**config.mk**
```make
export PLATFORM = sky130hd
export DESIGN_NAME = output_blk
export DESIGN_NICKNAME = d
export VERILOG_FILES = /design/src/rtl/output_blk.sv
export SDC_FILE = /design/constraint.sdc
export NUM_CORES = 1
export LEC_CHECK = 0
export ABC_AREA = 0
export CAP_MARGIN = 20
export CORE_AREA = 8 8 176 304
export CTS_CLUSTER_DIAMETER = 60
export DETAILED_ROUTE_END_ITERATION = 8
export DIE_AREA = 0 0 184 312
export PLACE_DENSITY = 0.86
export SETUP_SLACK_MARGIN = 0.1
export SYNTH_ARGS = -nofsm -noshare
export SYNTH_HDL_FRONTEND = slang
export SYNTH_SLANG_ARGS = --single-unit
```
**constraint.sdc**
```tcl
create_clock -name clk -period 11.15 [get_ports clk]
set_input_delay 1.115 -clock clk [delete_from_list [all_inputs] [get_ports clk]]
set_output_delay 1.115 -clock clk [all_outputs]
set_load 0.02 [all_outputs]
```
**src/rtl/output_blk.sv**
```systemverilog
// ---------------------------------------------------------------------------
// output_blk -- transmit end of the host UART link.
//
// Captures either a scalar result or a snapshot of the vector output buffer
// and serializes it on tx as 8N1-style frames (start, BITS data bits LSB
// first, stop). Vector responses are prefixed with a length byte so the host
// can frame them; a scalar response is a single byte.
//
// Ports:
//   clk          system clock
//   rst          asynchronous, active-high reset
//   vec_data     N elements of BITS bits; element 0 is sent first
//   vec_len      number of valid elements (clamped to N)
//   vec_send     request a vector response (wins over scalar_send)
//   scalar_data  scalar result
//   scalar_send  request a scalar response
//   busy         high while a response is being transmitted
//   done         one-cycle pulse after the last stop bit of a response
//   tx           UART serial line, idle high
// ---------------------------------------------------------------------------
module output_blk #(
    parameter int N        = 64,
    parameter int BITS     = 8,
    parameter int CLK_FREQ = 100_000_000,
    parameter int BAUD     = 100_000
) (
    input  logic            clk,
    input  logic            rst,
    input  logic [BITS-1:0] vec_data [N],
    input  logic [BITS-1:0] vec_len,
    input  logic            vec_send,
    input  logic [BITS-1:0] scalar_data,
    input  logic            scalar_send,
    output logic            busy,
    output logic            done,
    output logic            tx
);

    localparam int CLKS_PER_BIT = CLK_FREQ / BAUD;
    localparam int CW = (CLKS_PER_BIT > 1) ? $clog2(CLKS_PER_BIT) : 1;
    localparam int BW = (BITS > 1) ? $clog2(BITS) : 1;
    localparam int IW = $clog2(N + 2);
    localparam int EW = (N > 1) ? $clog2(N) : 1;

    typedef enum logic [2:0] {
        IDLE,
        START,
        DATA,
        STOP,
        DONE
    } state_t;

    state_t          state;
    logic [CW-1:0]   baud_cnt;
    logic [BW-1:0]   bit_idx;
    logic [IW-1:0]   byte_idx;   // elements already loaded for transmission
    logic [IW-1:0]   len;        // effective vector length L
    logic            is_vec;
    logic [BITS-1:0] shift;      // byte currently on the line
    logic [BITS-1:0] snapshot [N];

    logic [IW-1:0]   len_eff;
    logic            can_accept;
    logic            accept_vec;
    logic            accept_scl;
    logic            baud_wrap;

    // NOTE: every always_comb output is assigned on all paths (here by
    // unconditional expressions) so no latch is inferred.
    always_comb begin
        len_eff    = (int'(vec_len) > N) ? IW'(N) : IW'(vec_len);
        // The DONE cycle has busy low, so a request may be taken there too.
        can_accept = (state == IDLE) || (state == DONE);
        accept_vec = can_accept && vec_send;
        accept_scl = can_accept && !vec_send && scalar_send;
        baud_wrap  = (baud_cnt == CW'(CLKS_PER_BIT - 1));
    end

    // NOTE: the snapshot is pure datapath storage -- it is always written
    // before it is read, so it carries no reset and can map onto plain flops
    // or RAM without a reset network.
    always_ff @(posedge clk) begin
        if (accept_vec) begin
            snapshot <= vec_data;
        end
    end

    // NOTE: all sequential state uses non-blocking assignments so every
    // register samples the pre-edge values regardless of statement order.
    always_ff @(posedge clk or posedge rst) begin
        if (rst) begin
            state    <= IDLE;
            tx       <= 1'b1;
            busy     <= 1'b0;
            done     <= 1'b0;
            baud_cnt <= '0;
            bit_idx  <= '0;
            byte_idx <= '0;
            len      <= '0;
            is_vec   <= 1'b0;
            shift    <= '0;
        end else begin
            case (state)
                IDLE, DONE: begin
                    done     <= 1'b0;
                    baud_cnt <= '0;
                    bit_idx  <= '0;
                    byte_idx <= '0;
                    if (accept_vec) begin
                        // First byte of a vector response is its length.
                        state  <= START;
                        busy   <= 1'b1;
                        tx     <= 1'b0;
                        len    <= len_eff;
                        is_vec <= 1'b1;
                        shift  <= BITS'(len_eff);
                    end else if (accept_scl) begin
                        state  <= START;
                        busy   <= 1'b1;
                        tx     <= 1'b0;
                        len    <= '0;
                        is_vec <= 1'b0;
                        shift  <= scalar_data;
                    end else begin
                        state <= IDLE;
                    end
                end

                START: begin
                    if (baud_wrap) begin
                        baud_cnt <= '0;
                        state    <= DATA;
                        tx       <= shift[0];
                    end else begin
                        baud_cnt <= baud_cnt + CW'(1);
                    end
                end

                DATA: begin
                    if (baud_wrap) begin
                        baud_cnt <= '0;
                        if (bit_idx == BW'(BITS - 1)) begin
                            state <= STOP;
                            tx    <= 1'b1;
                        end else begin
                            bit_idx <= bit_idx + BW'(1);
                            tx      <= shift[bit_idx + BW'(1)];
                        end
                    end else begin
                        baud_cnt <= baud_cnt + CW'(1);
                    end
                end

                STOP: begin
                    if (baud_wrap) begin
                        baud_cnt <= '0;
                        bit_idx  <= '0;
                        // byte_idx < len is checked before the increment, so
                        // the counter never needs to exceed N.
                        if (is_vec && (byte_idx < len)) begin
                            shift    <= snapshot[byte_idx[EW-1:0]];
                            byte_idx <= byte_idx + IW'(1);
                            state    <= START;
                            tx       <= 1'b0;
                        end else begin
                            state <= DONE;
                            busy  <= 1'b0;
                            done  <= 1'b1;
                        end
                    end else begin
                        baud_cnt <= baud_cnt + CW'(1);
                    end
                end

                default: begin
                    state <= IDLE;
                    tx    <= 1'b1;
                    busy  <= 1'b0;
                    done  <= 1'b0;
                end
            endcase
        end
    end

endmodule

```
==> summary.md <==
| Metric | Value |
|---|---|
| Status | `complete, no violations` |
| Share of cells above drive strength 1 | `10.9%` |
| First-pass GRT wire length | `98.9 mm` |
| Setup TNS | `0 ns` |
| Tot GR Track Use | `23.8%` |
| Slew Limit Fails | `0` |
| Yosys top cell by area | `edfxtp_1` |
| Final setup vio count | `0` |
| # DRC | `0` |
| Depth of the worst hold-timing path | `2` |
| Syn_nets | `1723` |
| Max Cap Viol | `0` |
| Via density | `5.59` |
| Post-DP HPWL | `52.2 mm` |
| CTS Hold Bufs | `0` |
| EDFF count, synth | `512` |
| CP bufs+invs | `6` |
| DR pass1 iterations | `6` |
| Post-route worst setup slack | `6.89 ns` |
| Yosys top cell area share | `70.1%` |
| Cell Chain, Critical Path | `clkdlybuf4s50_1, nand2_1, clkinvlp_4, buf_4, buf_4, buf_4, buf_16` |
| Yosys reg bits | `554` |
| Flop pwr share | `54.3%` |
| Final nets | `2263` |
| Clock power share | `40.7%` |
| Comb power frac | `4.9%` |
| Hold path endpoint | `bit_idx[2]` |
| Std cell rows | `108` |
| DRT antenna net count | `0` |
| Worst reg2reg setup slack | `6.97 ns` |
| Synth area leaders | `edfxtp_1 70%, mux4_2 8.4%, dfrtp_1 4.7%, mux2i_1 4.5%, a22oi_1 1.0%` |
| CTS tree | `yes` |
| Die Area | `0.0574 sq mm` |
| Core Region | `0.0492 sq mm` |
| Starting DRC count in detailed routing | `1131` |
| Hold path start | `bit_idx[2]` |
| Startpoint types | `primary input` |
| Post-Route WL | `69.7 mm` |
| CTS Root Cell | `clkbuf_16` |
| Pleak | `9.55 nW` |
| Top delay family on crit path | `buffers and inverters` |
| H-tree Lvls | `2` |
| Pwr per Cell Area | `141 mW/mm^2` |
| Yosys warnings | `0` |
| Switching share of power | `19.3%` |
| Period minus WS final | `4.26 ns` |
| Final hold vios | `0` |
| Max Buffers Root-to-Sink | `3` |
| Cell variety after synth | `60` |
| Die Y-Extent | `312 um` |
| Count leader, synth | `edfxtp_1` |
| Storage cell area | `0.0164 sq mm` |
| HP Class | `reg2reg` |
| Reg2Reg Launch Point | `byte_idx[0]` |
| Setup Buffers After CTS | `0` |
| Crit path kind | `in2reg` |
| Worst-path clk slew | `0.06 ns` |
| Max-slew headroom | `25.5%` |
| Port buffer count | `534` |
| Cell Count Post-Placement | `2327` |
| Sw Pwr | `0.807 mW` |
| Gate Count Post-Synth | `1181` |
| Multi-input logic area | `0.00510 sq mm` |
| Max Fclk | `0.235 GHz` |
| Crit path top cell by count | `buf_4` |
| Sequential share of the synthesized area | `74.9%` |
| CP Capture Type | `flip-flop` |
| CP max stage delay | `0.83 ns` |
| Critical-path top delay cell | `buf_4` |
| Initial antenna violation count | `25` |
| R2R cell count | `8` |
| Vias in the first global route | `14900` |
| RD Place Congestion | `0.860` |
| Post-place setup slack | `6.00 ns` |
| Crit path DAT | `4.48 ns` |
| Worst-margin pin slew | `1.11 ns` |
| Crit Path Max Fanout | `83` |
| GRT overflow | `0` |
| Synth Area per Inst | `18.6 sq um` |
| Worst VDD drop | `167 uV` |
| Final Skew | `0.0309 ns` |
| Post-CTS Resized | `0` |
| Synth-to-Final Area Change | `35.0%` |
| Initial Util | `44.6%` |
| Int Power | `3.37 mW` |
| R2R Path End | `shift[2]` |
| Fin crit share | `38.2%` |
| Clk sink count | `554` |
| Setup repair after global routing missed its margin | `false` |
| Syn Std Cell Area | `0.0219 sq mm` |
| Synth cell count leaders | `512 x edfxtp_1, 98 x mux2i_1, 82 x mux4_2` |
| Die W | `184 um` |
| Largest net degree at the start of global routing | `190` |
| Main flop type after synthesis | `edfxtp_1` |
| Routed via count | `13700` |
| CP required | `11.37 ns` |
| Clk_lat worst skew | `0.57 ns` |
| Total Power | `4.17 mW` |
| # IOs | `535` |
| Async SR Flop Fraction | `7.58%` |
| DR WL/cell | `28.5 um` |
| TritonCTS Buffers | `49` |
| Final non-filler cell total | `2444` |
| Filler cell count | `3561` |
## placed cells by master (no fill, tap or decap), drive strengths merged, types with 19 or more instances in the layout
master,count
edfxtp,512
mux2i,98
a22oi,30
mux4,82
diode,25
o21ai,32
buf,19
nor2,37
nand2,49
o22ai,22
clkbuf,60
a21oi,39
dfrtp,41
clkdlybuf4s50,534
nand3,25
## power groups by stage
stage / Combinational, mW / Sequential (mW) / Clock (mW)
2_1_floorplan: 0.00253 / 2.31 / 0
3_3_place_gp: 0.202 / 2.31 / 0
3_5_place_dp: 0.205 / 2.31 / 0
4_1_cts: 0.206 / 2.27 / 1.73
5_1_grt: 0.214 / 2.27 / 1.81
6_report: 0.206 / 2.27 / 1.70
## kinds of logic (layout without fill, tap and decap cells)
logic type               count (synthesis)  in the layout  share of synthesized area [%]
AO/OA/AOI/OAI                          180            180                           5.59
XOR/XNOR                                 4              4                          0.160
adder cells (fa/ha/maj)                 10             10                          0.571
buffers and inverters                   75            653                           1.82
flip-flops                             554            554                           74.9
multiplexers                           181            181                           12.9
other                                    0             25                              0
AND/OR/NAND/NOR                        177            177                           3.99
## sequential cells by signal, summed over array words and instances, names as in the netlist, 3 cells and up
register  count
byte_idx      7
baud_cnt     10
shift         8
snapshot    512
bit_idx       3
state         3
len           7
## how the worst max path moves through the flow
stage                         end        start  slack, ns  cells past startpoint
finish              snapshot[389]     vec_send       6.89                      7
global route             shift[4]  byte_idx[0]       6.60                      8
CTS                 snapshot[184]     vec_send       6.59                      6
detailed placement  snapshot[232]     vec_send       6.00                      6
global placement    snapshot[248]     vec_send       6.19                      6
floorplan             snapshot[0]     vec_send       1.46                      3
## stage by stage
stage	util (%)	hold slack [ns]	instance area, sq um
global route	60.2	0.540	29600
detailed placement	56.7	0.492	27900
floorplan	-	0.445	21900
global placement	56.7	0.470	27900
CTS	59.9	0.512	29500
finish	60.2	0.513	29600
## worst reg2reg max path: stages (launching register included)
cell	delay, ns
dfrtp_4	0.72
buf_4	0.69
buf_4	0.73
nor2b_1	0.91
a22o_1	0.28
nor3_1	0.05
a31oi_1	0.21
nand4_1	0.15
o31a_1	0.31
## final cells by class
type                    count  area share (%)
clock buffers              60            4.42
flip-flops and latches    554            55.5
repair buffers            553            18.7
diodes                     25           0.211
well taps                 660            2.79
clock inverters            29           0.959
multi-input cells         552            17.2
inverters                  11           0.152
## metal layers
metal | GRT usage [%] | vias to the layer above | share of wire (%)
met5 | 0 | - | 0
li1 | - | 5894 | -
met1 | 24.7 | 6870 | 32
met4 | 12.4 | 0 | 5.1
met3 | 5.83 | 156 | 8.0
met2 | 43.4 | 751 | 55
Power figures use the tool's default switching activity.
